`config.mk`:
```
export PLATFORM = sky130hd
export DESIGN_NAME = demux_1to4_flat
export DESIGN_NICKNAME = d
export VERILOG_FILES = /design/src/rtl/mux_pkg.sv /design/src/rtl/demux_1to4_if.sv /design/src/rtl/demux_lane.sv /design/src/rtl/demux_1to4.sv /design/src/flat_wrapper.sv
export SDC_FILE = /design/constraint.sdc
export NUM_CORES = 1
export LEC_CHECK = 0
export BUFFER_PORTS_ARGS = -buffer_cell sky130_fd_sc_hd__buf_2
export CAP_MARGIN = 25
export CELL_PAD_IN_SITES_DETAIL_PLACEMENT = 0
export CELL_PAD_IN_SITES_GLOBAL_PLACEMENT = 1
export CORE_ASPECT_RATIO = 0.5
export CORE_MARGIN = 10
export CORE_UTILIZATION = 36
export CTS_BUF_LIST = sky130_fd_sc_hd__clkbuf_8
export DETAILED_ROUTE_END_ITERATION = 7
export PLACE_DENSITY_LB_ADDON = 0.1
export SLEW_MARGIN = 15
export SYNTH_ARGS = -nofsm -noshare
export SYNTH_HDL_FRONTEND = slang
export SYNTH_SLANG_ARGS = --single-unit
```
`constraint.sdc`:
```
create_clock -name clk -period 1.5 [get_ports clk]
set_input_delay 0.075 -clock clk [delete_from_list [all_inputs] [get_ports clk]]
set_output_delay 0.075 -clock clk [all_outputs]
set_load 0.01 [all_outputs]
```
`src/rtl/mux_pkg.sv`:
```
// Shared definitions for the datapath steering blocks: default data width,
// lane count, sel encodings and the sel-to-lane decode.
package mux_pkg;

    localparam int DEFAULT_WIDTH = 8;
    localparam int NUM_LANES     = 4;

    localparam logic [1:0] SEL_A = 2'd0;
    localparam logic [1:0] SEL_B = 2'd1;
    localparam logic [1:0] SEL_C = 2'd2;
    localparam logic [1:0] SEL_D = 2'd3;

    // One-hot lane select from the 2-bit destination code.
    function automatic logic [NUM_LANES-1:0] sel_decode(input logic [1:0] sel);
        // NOTE: default assignment first so every path of the case assigns the result (no latch).
        sel_decode = '0;
        unique case (sel)
            SEL_A: sel_decode[0] = 1'b1;
            SEL_B: sel_decode[1] = 1'b1;
            SEL_C: sel_decode[2] = 1'b1;
            SEL_D: sel_decode[3] = 1'b1;
        endcase
    endfunction

endpackage

```
`src/rtl/demux_1to4_if.sv`:
```
// Bus bundle for the 1-to-4 demultiplexer: the tagged input stream plus the
// four output lanes with their valid/ready pairs and the status outputs.
interface demux_1to4_if #(
    parameter int WIDTH = mux_pkg::DEFAULT_WIDTH
);

    logic [WIDTH-1:0] data_in;
    logic [1:0]       sel;
    logic             in_valid;
    logic             in_ready;

    logic [WIDTH-1:0] A;
    logic [WIDTH-1:0] B;
    logic [WIDTH-1:0] C;
    logic [WIDTH-1:0] D;
    logic             A_valid;
    logic             B_valid;
    logic             C_valid;
    logic             D_valid;
    logic             A_ready;
    logic             B_ready;
    logic             C_ready;
    logic             D_ready;

    logic [3:0]       lane_full;
    logic [7:0]       accept_cnt;

    // Producer/consumer side: drives the input word and the lane readies.
    modport master (
        output data_in, sel, in_valid,
        output A_ready, B_ready, C_ready, D_ready,
        input  in_ready,
        input  A, B, C, D,
        input  A_valid, B_valid, C_valid, D_valid,
        input  lane_full, accept_cnt
    );

    // Demultiplexer side.
    modport slave (
        input  data_in, sel, in_valid,
        input  A_ready, B_ready, C_ready, D_ready,
        output in_ready,
        output A, B, C, D,
        output A_valid, B_valid, C_valid, D_valid,
        output lane_full, accept_cnt
    );

endinterface

```
`src/rtl/demux_lane.sv`:
```
// Single-entry output lane: holds one word with a valid/ready handshake.
// A write replaces the word and keeps valid set, so a lane that is drained
// and refilled in the same cycle sustains one word per cycle.
module demux_lane #(
    parameter int WIDTH = mux_pkg::DEFAULT_WIDTH
) (
    input  logic             clk,
    input  logic             rst_n,
    input  logic             wr_en,
    input  logic [WIDTH-1:0] wr_data,
    input  logic             ready,
    output logic [WIDTH-1:0] data,
    output logic             valid,
    output logic             open
);

    // The lane can take a word when it is empty or its word leaves this cycle.
    assign open = !valid || ready;

    // Lane register: write has priority over drain; stall holds data and valid.
    always_ff @(posedge clk or negedge rst_n) begin
        if (!rst_n) begin
            // NOTE: the data register is reset too, because its value is visible on the lane outputs.
            data  <= '0;
            valid <= 1'b0;
        end else if (wr_en) begin
            // NOTE: non-blocking assignments for all clocked state so every register sees pre-edge values.
            data  <= wr_data;
            valid <= 1'b1;
        end else if (valid && ready) begin
            valid <= 1'b0;
        end
    end

endmodule

```
`src/rtl/demux_1to4.sv`:
```
// Registered 1-to-4 demultiplexer. Each input word is steered by sel into one
// of four single-entry lanes; a stalled lane only refuses words aimed at it.
module demux_1to4 #(
    parameter int WIDTH = mux_pkg::DEFAULT_WIDTH
) (
    input  logic         clk,
    input  logic         rst_n,
    demux_1to4_if.slave  bus
);

    import mux_pkg::*;

    logic [NUM_LANES-1:0] lane_ready;
    logic [NUM_LANES-1:0] lane_valid;
    logic [NUM_LANES-1:0] lane_open;
    logic [NUM_LANES-1:0] wr_en;
    logic [WIDTH-1:0]     lane_data [NUM_LANES];
    logic                 accept;
    logic [7:0]           accept_cnt;

    assign lane_ready = {bus.D_ready, bus.C_ready, bus.B_ready, bus.A_ready};

    // Only the addressed lane decides whether the input word is taken.
    assign bus.in_ready = lane_open[bus.sel];
    assign accept       = bus.in_valid && bus.in_ready;
    assign wr_en        = accept ? sel_decode(bus.sel) : '0;

    for (genvar i = 0; i < NUM_LANES; i++) begin : g_lane
        demux_lane #(.WIDTH(WIDTH)) u_lane (
            .clk     (clk),
            .rst_n   (rst_n),
            .wr_en   (wr_en[i]),
            .wr_data (bus.data_in),
            .ready   (lane_ready[i]),
            .data    (lane_data[i]),
            .valid   (lane_valid[i]),
            .open    (lane_open[i])
        );
    end

    // Accepted-word counter, wraps modulo 256.
    always_ff @(posedge clk or negedge rst_n) begin
        if (!rst_n) begin
            accept_cnt <= 8'd0;
        end else if (accept) begin
            accept_cnt <= accept_cnt + 8'd1;
        end
    end

    assign bus.A          = lane_data[SEL_A];
    assign bus.B          = lane_data[SEL_B];
    assign bus.C          = lane_data[SEL_C];
    assign bus.D          = lane_data[SEL_D];
    assign bus.A_valid    = lane_valid[SEL_A];
    assign bus.B_valid    = lane_valid[SEL_B];
    assign bus.C_valid    = lane_valid[SEL_C];
    assign bus.D_valid    = lane_valid[SEL_D];
    assign bus.lane_full  = lane_valid;
    assign bus.accept_cnt = accept_cnt;

endmodule

```
`src/flat_wrapper.sv`:
```
// flat-port wrapper written by rule: the top's interface ports become plain ports
module demux_1to4_flat import mux_pkg::*;
#(
    parameter int WIDTH = mux_pkg::DEFAULT_WIDTH
)
  (clk, rst_n, bus_data_in, bus_sel, bus_in_valid, bus_A_ready, bus_B_ready, bus_C_ready, bus_D_ready, bus_in_ready, bus_A, bus_B, bus_C, bus_D, bus_A_valid, bus_B_valid, bus_C_valid, bus_D_valid, bus_lane_full, bus_accept_cnt);
  demux_1to4_if #(.WIDTH(WIDTH)) bus_i ();
  input  logic clk;
  input  logic rst_n;
  input wire logic [$bits(bus_i.data_in)-1:0] bus_data_in;
  input wire logic [$bits(bus_i.sel)-1:0] bus_sel;
  input wire logic [$bits(bus_i.in_valid)-1:0] bus_in_valid;
  input wire logic [$bits(bus_i.A_ready)-1:0] bus_A_ready;
  input wire logic [$bits(bus_i.B_ready)-1:0] bus_B_ready;
  input wire logic [$bits(bus_i.C_ready)-1:0] bus_C_ready;
  input wire logic [$bits(bus_i.D_ready)-1:0] bus_D_ready;
  output wire logic [$bits(bus_i.in_ready)-1:0] bus_in_ready;
  output wire logic [$bits(bus_i.A)-1:0] bus_A;
  output wire logic [$bits(bus_i.B)-1:0] bus_B;
  output wire logic [$bits(bus_i.C)-1:0] bus_C;
  output wire logic [$bits(bus_i.D)-1:0] bus_D;
  output wire logic [$bits(bus_i.A_valid)-1:0] bus_A_valid;
  output wire logic [$bits(bus_i.B_valid)-1:0] bus_B_valid;
  output wire logic [$bits(bus_i.C_valid)-1:0] bus_C_valid;
  output wire logic [$bits(bus_i.D_valid)-1:0] bus_D_valid;
  output wire logic [$bits(bus_i.lane_full)-1:0] bus_lane_full;
  output wire logic [$bits(bus_i.accept_cnt)-1:0] bus_accept_cnt;
  assign bus_i.data_in = bus_data_in;
  assign bus_i.sel = bus_sel;
  assign bus_i.in_valid = bus_in_valid;
  assign bus_i.A_ready = bus_A_ready;
  assign bus_i.B_ready = bus_B_ready;
  assign bus_i.C_ready = bus_C_ready;
  assign bus_i.D_ready = bus_D_ready;
  assign bus_in_ready = bus_i.in_ready;
  assign bus_A = bus_i.A;
  assign bus_B = bus_i.B;
  assign bus_C = bus_i.C;
  assign bus_D = bus_i.D;
  assign bus_A_valid = bus_i.A_valid;
  assign bus_B_valid = bus_i.B_valid;
  assign bus_C_valid = bus_i.C_valid;
  assign bus_D_valid = bus_i.D_valid;
  assign bus_lane_full = bus_i.lane_full;
  assign bus_accept_cnt = bus_i.accept_cnt;
  demux_1to4 #(.WIDTH(WIDTH)) u_core (.clk(clk), .rst_n(rst_n), .bus(bus_i));
endmodule
```
==> metrics.md <==
| Metric | Value |
|---|---|
| Outcome | complete, but fails checks |
| Failing checks | setup timing |
| Design area | 0.00245 mm^2 |
| Design Power | 0.00360 W |
| Arr. time, crit path | 1.75 ns |
| Cells on Worst Hold Path | 2 |
| Setup CP Type | reg2reg |
| Power Internal | 0.00252 W |
| Worst relative slew slack | 0.659 |
| Vias in the first global route | 1309 |
| DP HPWL | 3310 um |
| Fin Setup TNS | -0.178 ns |
| Net switching power | 0.00108 W |
| CP Launch Type | register |
| Crit-path slowest cell | mux4_2 |
| Lkg Pwr | 1.19 nW |
| Share of the synthesized area in the top cell type | 0.606 |
| Crit. End Element | register |
| Yosys warns | 0 |
| Combinational group share of total power | 0.272 |
| Endpoints failing hold | 0 |
| Syn-to-layout area delta | 34.8% |
| Finished Layout Cells | 270 |
| Core box area | 0.00491 mm^2 |
| Post-synthesis cell type with the largest combined area | dfrtp_1 |
| Post-layout minimum cycle time | 1.56 ns |
| CTS tree | done |
| Clk Latency, worst-skew pair | 0.29 ns |
| Initial Util | 0.370 |
| Root Driver | clkbuf_8 |
| DIE WIDTH | 120 um |
| Port Buffer Count | 65 |
| Number of max-cap violations | 0 |
| Boundary pin count | 66 |
| Cell Area, Placed | 0.00226 mm^2 |
| Worst vdd ir | 0.000536 V |
| Global route overflow | 0 |
| Largest net degree at the start of global routing | 25 |
| Gr usage total | 0.103 |
| Clock power share | 0.269 |
| Worst-path clk slew | 0.09 ns |
| # rows | 18 |
| CP peak stage delay | 0.50 ns |
| Cells after Synth | 123 |
| Post-route ant nets | 0 |
| Initial antenna violation count | 0 |
| Crit path required time | 1.68 ns |
| CP max FO | 3 |
| Synthesized area per cell | 14.8 um^2 |
| Die Ht | 70.2 um |
| Vias per std cell | 4.43 |
| RSZ-0062 raised after global routing | true |
| Power per cell area | 1470 mW/mm^2 |
| Mapped Nets | 141 |
| Setup violations, final | 5 |
| Vias post-DR | 1197 |
| Sequential cell area fraction in the yosys report | 0.606 |
| Period utilization | 1.04 |
| Yosys reg bits | 44 |
| Worst setup margin | -0.0630 ns |
| Antenna cells | 0 |
| Hold/Removal Path Class | in2reg |
| Distinct cells, synth | 23 |
| Sequential Power Share | 0.459 |
| Max Fclk | 0.640 GHz |
| Reg2reg path depth | 5 |
| CTS max path bufs | 2 |
| Met2 WL | 2040 um |
| Layout cells sized above 1 | 0.635 |
| DRT Wirelength | 4280 um |
| Die footprint | 0.00846 mm^2 |
| Starting DRT DRC Count | 24 |
| Placed cells | 259 |
| Met1 WL | 1920 um |
| GP Congestion | 0.780 |
| Final clock skew | 0.00614 ns |
| Worst-Margin Slew | 0.511 ns |
| Layout Nets | 217 |
| Slew Limit Fails | 0 |
| Level count of the clock H-tree | 2 |
| Worst hold margin | 0.0432 ns |
| DR top layer | met4 |
| DR DRC count | 0 |
| # clock sinks | 44 |
| First-pass GRT wire length | 6970 um |
| DR pass1 iterations | 4 |
| TritonCTS Buffers | 5 |
| Mean routed wirelength per cell | 15.8 um |
| Synth Cell Area | 0.00182 mm^2 |
| Net Sw Frac | 0.299 |
| Cell Chain, Critical Path | nand2b_1 > mux4_2 > buf_4 > nand2_4 > mux2_4 |
| Met3 wire length | 305 um |
| Top cells by area, synth | dfrtp_1 (61%), mux2_2 (20%), xnor2_1 (3.4%) |
[what timing repair did]
item / CTS / global route
hold endpoints to repair: 20 / 0
gates cloned: 0 / 0
resized for setup: 2 / 6
pin swaps: 0 / 3
endpoints found under the setup margin: 1 / 8
hold buffers: 1 / 0
buffers inserted: 2 / 0
[area by class of cell]
type / count / area (um^2)
Clock buffer: 6 / 82.6
Clock inverter: 2 / 38.8
Fill cell: 486 / 2460
Inverter: 2 / 7.51
Multi-Input combinational cell: 69 / 678
Sequential cell: 44 / 1100
Tap cell: 70 / 87.6
Timing Repair Buffer: 77 / 453
[routing by layer]
metal  track usage  vias to the layer above
li1              -                      573
met1         0.125                      589
met2         0.164                       33
met3        0.0433                        2
met4        0.0279                        0
met5             0                        -
[cell families (layout without fill, tap and decap cells)]
family | count (synthesis) | in the layout | synth area share
flip-flops | 44 | 44 | 0.606
multiplexers | 34 | 34 | 0.219
AND/OR/NAND/NOR | 26 | 26 | 0.0930
buffers and inverters | 10 | 87 | 0.0386
XOR/XNOR | 7 | 7 | 0.0337
adder cells (fa/ha/maj) | 1 | 1 | 0.00689
AO/OA/AOI/OAI | 1 | 1 | 0.00275
[sequential cells by signal (all words and copies together) (netlist names)]
register	cells
u_core.g_lane.u_lane.data	32
u_core.g_lane.u_lane.valid	4
u_core.bus.accept_cnt	8
[worst max-delay path: cells and delay by family, from the launching register on]
| family | cells | cell delay (ns) |
|---|---|---|
| buffers and inverters | 1 | 0.16 |
| DFF | 1 | 0.36 |
| muxes | 2 | 0.79 |
| and+or+nand+nor | 2 | 0.15 |
[cells in the mapped netlist]
| master | instances |
|---|---|
| dfrtp_1 | 44 |
| nor2b_1 | 1 |
| nand2_4 | 1 |
| buf_2 | 2 |
| nand4_1 | 3 |
| nor2_1 | 1 |
| nand2_1 | 7 |
| and4b_2 | 1 |
| xnor2_1 | 7 |
| o21ai_0 | 1 |
| ha_1 | 1 |
| nand2b_1 | 3 |
| nand2b_4 | 1 |
| and3_1 | 2 |
| buf_6 | 2 |
| nor3b_1 | 1 |
| mux2_4 | 1 |
| buf_4 | 4 |
| mux4_2 | 1 |
| inv_1 | 2 |
| nand3_1 | 4 |
| nor3b_4 | 1 |
| mux2_2 | 32 |
[layout by cell type (no fill, tap or decap)]
| master | instances |
|---|---|
| and4b_2 | 1 |
| nor3b_4 | 1 |
| nor2b_1 | 1 |
| buf_6 | 2 |
| nor3b_1 | 1 |
| nand3_1 | 1 |
| xnor2_1 | 6 |
| o21ai_0 | 1 |
| buf_4 | 8 |
| mux2_4 | 1 |
| inv_1 | 2 |
| mux2_2 | 32 |
| dfrtp_1 | 44 |
| bufinv_16 | 1 |
| nand3_2 | 2 |
| and3_1 | 2 |
| nand2_1 | 6 |
| buf_2 | 64 |
| xnor2_2 | 1 |
| nand2_4 | 1 |
| buf_12 | 2 |
| nor2_1 | 1 |
| nand3_4 | 1 |
| nand2b_1 | 3 |
| nand4_1 | 3 |
| nand2b_4 | 1 |
| ha_1 | 1 |
| clkbuf_8 | 6 |
| dlygate4sd3_1 | 1 |
| mux4_2 | 1 |
| nand2_2 | 1 |
| clkinv_4 | 1 |
[power by group through the flow]
stage | registers [W] | logic, W | clock network (W)
2_1_floorplan | 0.00180 | 0.000376 | 0
3_3_place_gp | 0.00167 | 0.000943 | 0
3_5_place_dp | 0.00168 | 0.000962 | 0
4_1_cts | 0.00165 | 0.000977 | 0.000999
5_1_grt | 0.00170 | 0.00109 | 0.00107
6_report | 0.00165 | 0.000981 | 0.000968
[per-stage QoR]
stage           util  setup WS (ns)
2_1_floorplan      -        -0.0738
3_3_place_gp   0.460         0.0725
3_5_place_dp   0.460         0.0486
4_1_cts        0.492        -0.0729
5_1_grt        0.499         -0.132
6_report       0.499        -0.0630
[path summary, 6_finish.rpt]
path,from,slack [ns],endpoint
max in group asynchronous,rst_n,0.72,u_core.g_lane[2].u_lane.data[2]$_DFFE_PN0P_
max,u_core.g_lane[3].u_lane.valid$_DFFE_PN0P_,-0.06,u_core.bus.accept_cnt[1]$_DFFE_PN0P_
min reg2reg,u_core.bus.accept_cnt[7]$_DFFE_PN0P_,0.47,u_core.bus.accept_cnt[7]$_DFFE_PN0P_
min,bus_data_in[4],0.04,u_core.g_lane[0].u_lane.data[4]$_DFFE_PN0P_
max reg2reg,u_core.g_lane[3].u_lane.valid$_DFFE_PN0P_,-0.06,u_core.bus.accept_cnt[1]$_DFFE_PN0P_
min in group asynchronous,rst_n,0.28,u_core.g_lane[0].u_lane.data[1]$_DFFE_PN0P_
(Power assumes the default switching activity.)
